`config.mk`:
```
export PLATFORM = sky130hd
export DESIGN_NAME = alu_ctrl_pipe
export DESIGN_NICKNAME = d
export VERILOG_FILES = /design/src/rtl/alu_ctrl_pipe.sv
export SDC_FILE = /design/constraint.sdc
export NUM_CORES = 1
export LEC_CHECK = 0
export ABC_AREA = 1
export CORE_MARGIN = 10
export CORE_UTILIZATION = 48
export DETAILED_ROUTE_END_ITERATION = 10
export PLACE_DENSITY = 0.84
export SYNTH_ARGS = -nofsm -noshare
export SYNTH_HDL_FRONTEND = slang
export SYNTH_SLANG_ARGS = --single-unit
```
`constraint.sdc`:
```
create_clock -name clk -period 3.3 [get_ports clk]
set_input_delay 0.825 -clock clk [delete_from_list [all_inputs] [get_ports clk]]
set_output_delay 0.825 -clock clk [all_outputs]
set_load 0.005 [all_outputs]
```
`src/rtl/alu_ctrl_pipe.sv`:
```
// ALU control decoder behind a STAGES-deep elastic valid/ready pipeline.
// Define ALU_CTRL_PIPE_ERR_CNT_EN to build the saturating illegal-op counter; otherwise err_count is 0.
module alu_ctrl_pipe #(
    parameter int FUNCT_W = 6,
    parameter int OP_W    = 3,
    parameter int SEL_W   = 4,
    parameter int STAGES  = 2,
    parameter int CNT_W   = 8
) (
    input  logic               clk,
    input  logic               rst,
    input  logic               in_valid,
    output logic               in_ready,
    input  logic [FUNCT_W-1:0] funct,
    input  logic [OP_W-1:0]    alu_op,
    output logic               out_valid,
    input  logic               out_ready,
    output logic [SEL_W-1:0]   select,
    output logic               illegal,
    output logic [CNT_W-1:0]   err_count
);

    logic [31:0]      op_ext;
    logic [31:0]      funct_ext;
    logic [SEL_W-1:0] dec_sel;
    logic             dec_ill;

    // Zero-extending to 32 bits makes any set upper bit fall through to the illegal default.
    always_comb begin
        op_ext    = 32'(alu_op);
        funct_ext = 32'(funct);
        dec_sel   = '0;
        dec_ill   = 1'b0;
        case (op_ext)
            32'd0: dec_sel = SEL_W'(0);
            32'd1: dec_sel = SEL_W'(1);
            32'd2: begin
                case (funct_ext)
                    32'h20, 32'h21: dec_sel = SEL_W'(0);
                    32'h22, 32'h23: dec_sel = SEL_W'(1);
                    32'h24:         dec_sel = SEL_W'(2);
                    32'h25:         dec_sel = SEL_W'(3);
                    32'h00:         dec_sel = SEL_W'(4);
                    32'h02:         dec_sel = SEL_W'(5);
                    32'h2A:         dec_sel = SEL_W'(6);
                    32'h27:         dec_sel = SEL_W'(7);
                    32'h26:         dec_sel = SEL_W'(8);
                    32'h03:         dec_sel = SEL_W'(9);
                    32'h2B:         dec_sel = SEL_W'(10);
                    default:        dec_ill = 1'b1;
                endcase
            end
            32'd3: dec_sel = SEL_W'(2);
            32'd4: dec_sel = SEL_W'(3);
            32'd5: dec_sel = SEL_W'(6);
            32'd6: dec_sel = SEL_W'(8);
            default: dec_ill = 1'b1;
        endcase
    end

    logic             valid_reg [STAGES];
    logic [SEL_W-1:0] sel_reg   [STAGES];
    logic             ill_reg   [STAGES];
    logic             up_valid  [STAGES];
    logic [SEL_W-1:0] up_sel    [STAGES];
    logic             up_ill    [STAGES];
    logic [STAGES:0]  load;
    logic             accept;

    // load[k]: slot k takes its upstream value this cycle; load[STAGES] is the ALU consuming.
    always_comb begin
        load         = '0;
        load[STAGES] = out_ready;
        for (int k = STAGES - 1; k >= 0; k--) begin
            load[k] = !valid_reg[k] || load[k+1];
        end
    end

    assign in_ready = !rst && load[0];
    assign accept   = in_valid && in_ready;

    genvar gi;
    generate
        for (gi = 0; gi < STAGES; gi++) begin : g_stage
            if (gi == 0) begin : g_head
                assign up_valid[gi] = accept;
                assign up_sel[gi]   = dec_sel;
                assign up_ill[gi]   = dec_ill;
            end else begin : g_body
                assign up_valid[gi] = valid_reg[gi-1];
                assign up_sel[gi]   = sel_reg[gi-1];
                assign up_ill[gi]   = ill_reg[gi-1];
            end

            // Bubbles carry zeroed data so an empty output reads as select 0, illegal 0.
            always_ff @(posedge clk) begin
                if (rst) begin
                    valid_reg[gi] <= 1'b0;
                    sel_reg[gi]   <= '0;
                    ill_reg[gi]   <= 1'b0;
                end else if (load[gi]) begin
                    valid_reg[gi] <= up_valid[gi];
                    sel_reg[gi]   <= up_valid[gi] ? up_sel[gi] : '0;
                    ill_reg[gi]   <= up_valid[gi] && up_ill[gi];
                end
            end
        end
    endgenerate

    assign out_valid = valid_reg[STAGES-1];
    assign select    = sel_reg[STAGES-1];
    assign illegal   = ill_reg[STAGES-1];

`ifdef ALU_CTRL_PIPE_ERR_CNT_EN
    logic [CNT_W-1:0] err_count_reg;

    always_ff @(posedge clk) begin
        if (rst) begin
            err_count_reg <= '0;
        end else if (out_valid && out_ready && illegal && (err_count_reg != {CNT_W{1'b1}})) begin
            err_count_reg <= err_count_reg + CNT_W'(1);
        end
    end

    assign err_count = err_count_reg;
`else
    assign err_count = '0;
`endif

endmodule

```
# Word-level counts from Yosys, hierarchy flattened
# Memories as Yosys holds them, arrays and structs flattened.
# Index checks and enable logic that the tools add are counted.
# totals
reg_bits	0
ram_bits	12
elab_cells	61
memories	3
# mem_list
name	words	word_bits	read_ports	rd_clocked_by_memory_dff	wr	line	source
sel_reg	2	4	2	0	2	62	logic [SEL_W-1:0] sel_reg [STAGES];
ill_reg	2	1	2	0	2	63	logic ill_reg [STAGES];
valid_reg	2	1	2	0	2	61	logic valid_reg [STAGES];
# classes
n_eq_ne	18
n_mux	20
n_bitwise	6
n_reduce_logical	14
# op_table
operator	count
$eq A6 B6 Y1 const B	10
$pmux W4 S10	1
$pmux W4 S6	1
$mux W4	4
$mux W1	13
$reduce_or A13 Y1	1
$eq A6 B2 Y1 const B	2
$eq A3 B3 Y1 const B	3
$eq A3 B2 Y1 const B	2
$logic_not A6 Y1	1
$or A1 B1 Y1	6
$reduce_or A6 Y1	1
$logic_and A1 B1 Y1	4
$eq A3 B1 Y1 const B	1
$logic_not A1 Y1	3
$logic_not A3 Y1	1
$logic_or A1 B1 Y1	2
$pmux W1 S2	1
$reduce_or A2 Y1	1

# Depth between registers and ports, before layout
# An unclocked memory read counts as a cell.
# depth
ltp_word	8
mapped_depth	9
ltp_nobuf	9

# Worst setup path before layout
# OpenSTA, ideal clock, no wires.
# synth_timing
path_kind	input to output
from	in out_ready
to	out in_ready
arrival_ns	1.118
required_time_ns	2.475
setup_slack_ns	1.357
stages	4
n_path_buf	0
path_cell_list	nor2_2 > nand2_1 > nand2_1 > inv_1
# synth_via
elab_chain_len	3
# synth_rtl
element	line	source
start, declared	17	input logic out_ready,
$logic_or A1 B1 Y1 (2 in series)	75	load[k] = !valid_reg[k] || load[k+1];
$logic_and A1 B1 Y1	79	assign in_ready = !rst && load[0];
end, declared	13	output logic in_ready,
# No other way between the ends.

# Worst setup path after layout
# Ends and elaborated chain as after synthesis.

==> run_results.csv <==
group,metric,value,unit
critical_path,crit_slowest_cell,"clkdlybuf4s50_1",
sta,finalHoldViolations,0,
detailed_routing,dr.pass1.iters,4,
run_status,status,"finished clean",
detailed_routing,num_vias,706,
logic_synthesis,ys_warn_count,0,
global_route,antenna_found_initial,0,
global_route,grt_pass1_wl,2.553,mm
logic_synthesis,synthCells,110,
detailed_routing,wl_per_cell,10.91,um
layout,fin_area,1033,sq um
min_path,hp-class,"reg -> reg",
cts,cts_buffers,3,
layout,final_common_cell,"inv_1",
critical_path,worstPathMaxFanout,4,
pwr,total_leakage_power,0.0004848,uW
cts,clock_path_buffers,2,
logic_synthesis,ys_ff_latch,12,
critical_path,crit_path_start,"out_ready",
sta,setup_tns,0,ns
sta,max_freq,349.2,MHz
die,rows,14,
sta,setup_viol,0,
layout,antennaDiodeCount,0,
detailed_routing,detail_route.wirelength,1.614,mm
die,core_area,1577,sq um
die,die-area,3795,sq um
pwr,vdd_drop_max,122.9,uV
die,ioPinCount,28,
cts,ctsResizeCount,0,
logic_synthesis,yosysUniqueCellTypes,18,
logic_synthesis,syn_area_per_cell,7.553,sq um
sta,finalCritPeriodShare,86.78,%
sta,hold_slack,0.5502,ns
critical_path,cp-end-kind,"primary output",
global_route,overflow,0,
placement,post_dp_cell_area,1007,sq um
critical_path,crit_arrival,2.04,ns
logic_synthesis,syn_area,830.8,sq um
layout,area_growth,24.40,%
cts,hold_buffers,0,
critical_path,r2r_start,"valid_reg[1]$_SDFFCE_PN0P_",
cts,h-tree-depth,1,
cts,clk_latency,0.26,ns
layout,layout_common_cells,"inv_1 (21), clkdlybuf4s50_1 (19), nand2_1 (17), nor2_1 (17), edfxtp_1 (12)",
critical_path,slowest_delay,0.50,ns
critical_path,worstPathCellList,"clkdlybuf4s50_1 > nor2_2 > nand2_1 > nand2_1 > inv_1 > clkdlybuf4s50_1",
detailed_routing,drt_iter0_markers,10,
die,initial_utilization,52.70,%
min_path,hp-start,"ill_reg[0]$_DFFE_PP_",
run,cap_violations,0,
detailed_routing,drtAntennaViolNets,0,
logic_synthesis,yosysSeqAreaShare,43.37,%
placement,place.port_buffers,19,
placement,place.gp.congestion,0.8602,
min_path,holdPathStages,2,
critical_path,required,2.47,ns
layout,fin_util,65.56,%
sta,post-route-min-period,2.864,ns
global_route,grt_pass1_vias,675,
sta,drv_slew,0,
placement,dpl.cell_count,144,
global_route,grt_max_degree,8,
cts,root_buffer,"clkbuf_4",
sta,finalClockSkew,0.001322,ns
critical_path,cp-start-kind,"primary input",
sta,rsz0062_at_grt,"no",
die,die_w,61.61,um
critical_path,endpoint,"in_ready",
cts,clock_sinks,12,
detailed_routing,viasPerCell,4.770,
critical_path,critPathKind,"in -> out",
critical_path,reg2reg_depth,9,
cts,postCtsSetupBuffers,0,
cts,path_clk_slew,0.07,ns
layout,layout-drive-gt1-share,13.64,%
global_route,grt_use_total,8.688,%
pwr,p_per_area,311.6,nW/um^2
critical_path,rrSetupSlack,2.05,ns
layout,largest_reg_flops,8,
placement,hpwlAfterDp,1.354,mm
critical_path,regToRegEndpoint,"sel_reg[0][3]$_SDFFCE_PN0P_",
layout,fin_nets,146,
die,dieHeight,61.61,um
detailed_routing,drcViolationCount,0,
cts,cts_tree,"done",
layout,finalNonFillerCells,148,
## synth_stat cells
cell type | number | area share, %
inv_1 | 21 | 9.5
nand2_1 | 17 | 7.7
nor2_1 | 17 | 7.7
edfxtp_1 | 12 | 43
nand3_1 | 11 | 6.6
buf_4 | 8 | 7.2
nor2_2 | 4 | 3.0
a21oi_1 | 3 | 1.8
inv_2 | 3 | 1.4
nand2_2 | 3 | 2.3
o21ai_0 | 3 | 1.8
nor2_4 | 2 | 2.7
a21oi_2 | 1 | 1.1
conb_1 | 1 | 0.45
nand3_2 | 1 | 1.2
nor3_1 | 1 | 0.60
o31ai_1 | 1 | 0.90
or2_2 | 1 | 0.75
## worst min path at each step
stage	slack, ns	endpoint
final	0.55	ill_reg[1]$_SDFFCE_PN0P_
after CTS	0.55	sel_reg[1][3]$_SDFFCE_PN0P_
after global routing	0.58	ill_reg[1]$_SDFFCE_PN0P_
after floorplan	0.52	ill_reg[1]$_SDFFCE_PN0P_
after detailed placement	0.53	sel_reg[1][3]$_SDFFCE_PN0P_
after global placement	0.53	sel_reg[1][2]$_SDFFCE_PN0P_
## through the flow
| step | power [uW] | worst slack [ns] |
|---|---|---|
| after floorplan | 211.8 | 1.357 |
| after global placement | 233.4 | 0.4345 |
| after detailed placement | 235.2 | 0.4410 |
| after CTS | 323.4 | 0.4208 |
| after global routing | 338.1 | 0.3538 |
| final | 322.0 | 0.4362 |
## power breakdown
part / internal (uW) / switching, uW
clock: 43.6 / 46.1
sequential: 172 / 1.86
combinational: 27.2 / 31.2
total: 243 / 79.2
## logic make-up (layout without fill, tap and decap cells)
group           count (synthesis)  in the layout  share of synthesized area, %
other cells                     1              8                        0.4514
buf+inv                        32             47                         18.07
simple gates                   57             57                         32.53
flops                          12             12                         43.37
compound gates                  8              8                         5.572
## cell type report
type / instances / area [sq um]
fill: 126 / 543.0
timing repair buffer: 19 / 190.2
inverter: 24 / 90.09
sequential: 12 / 360.3
multi-input combinational: 73 / 346.6
clock buffer: 3 / 22.52
tap: 16 / 20.02
clock inverter: 1 / 3.754
## metal layers
metal / track usage [%] / vias to the layer above / wire length [um]
li1: - / 368 / -
met1: 8.918 / 313 / 664
met2: 15.81 / 21 / 808
met3: 2.058 / 4 / 118
met4: 4.777 / 0 / 22
met5: 0 / - / 0
## critical path: cells and delay by family
kind                   cells  cell delay, ns
AND/OR/NAND/NOR            3            0.17
buffers and inverters      3            1.04
Note: power is estimated with default switching activity, not from simulation.
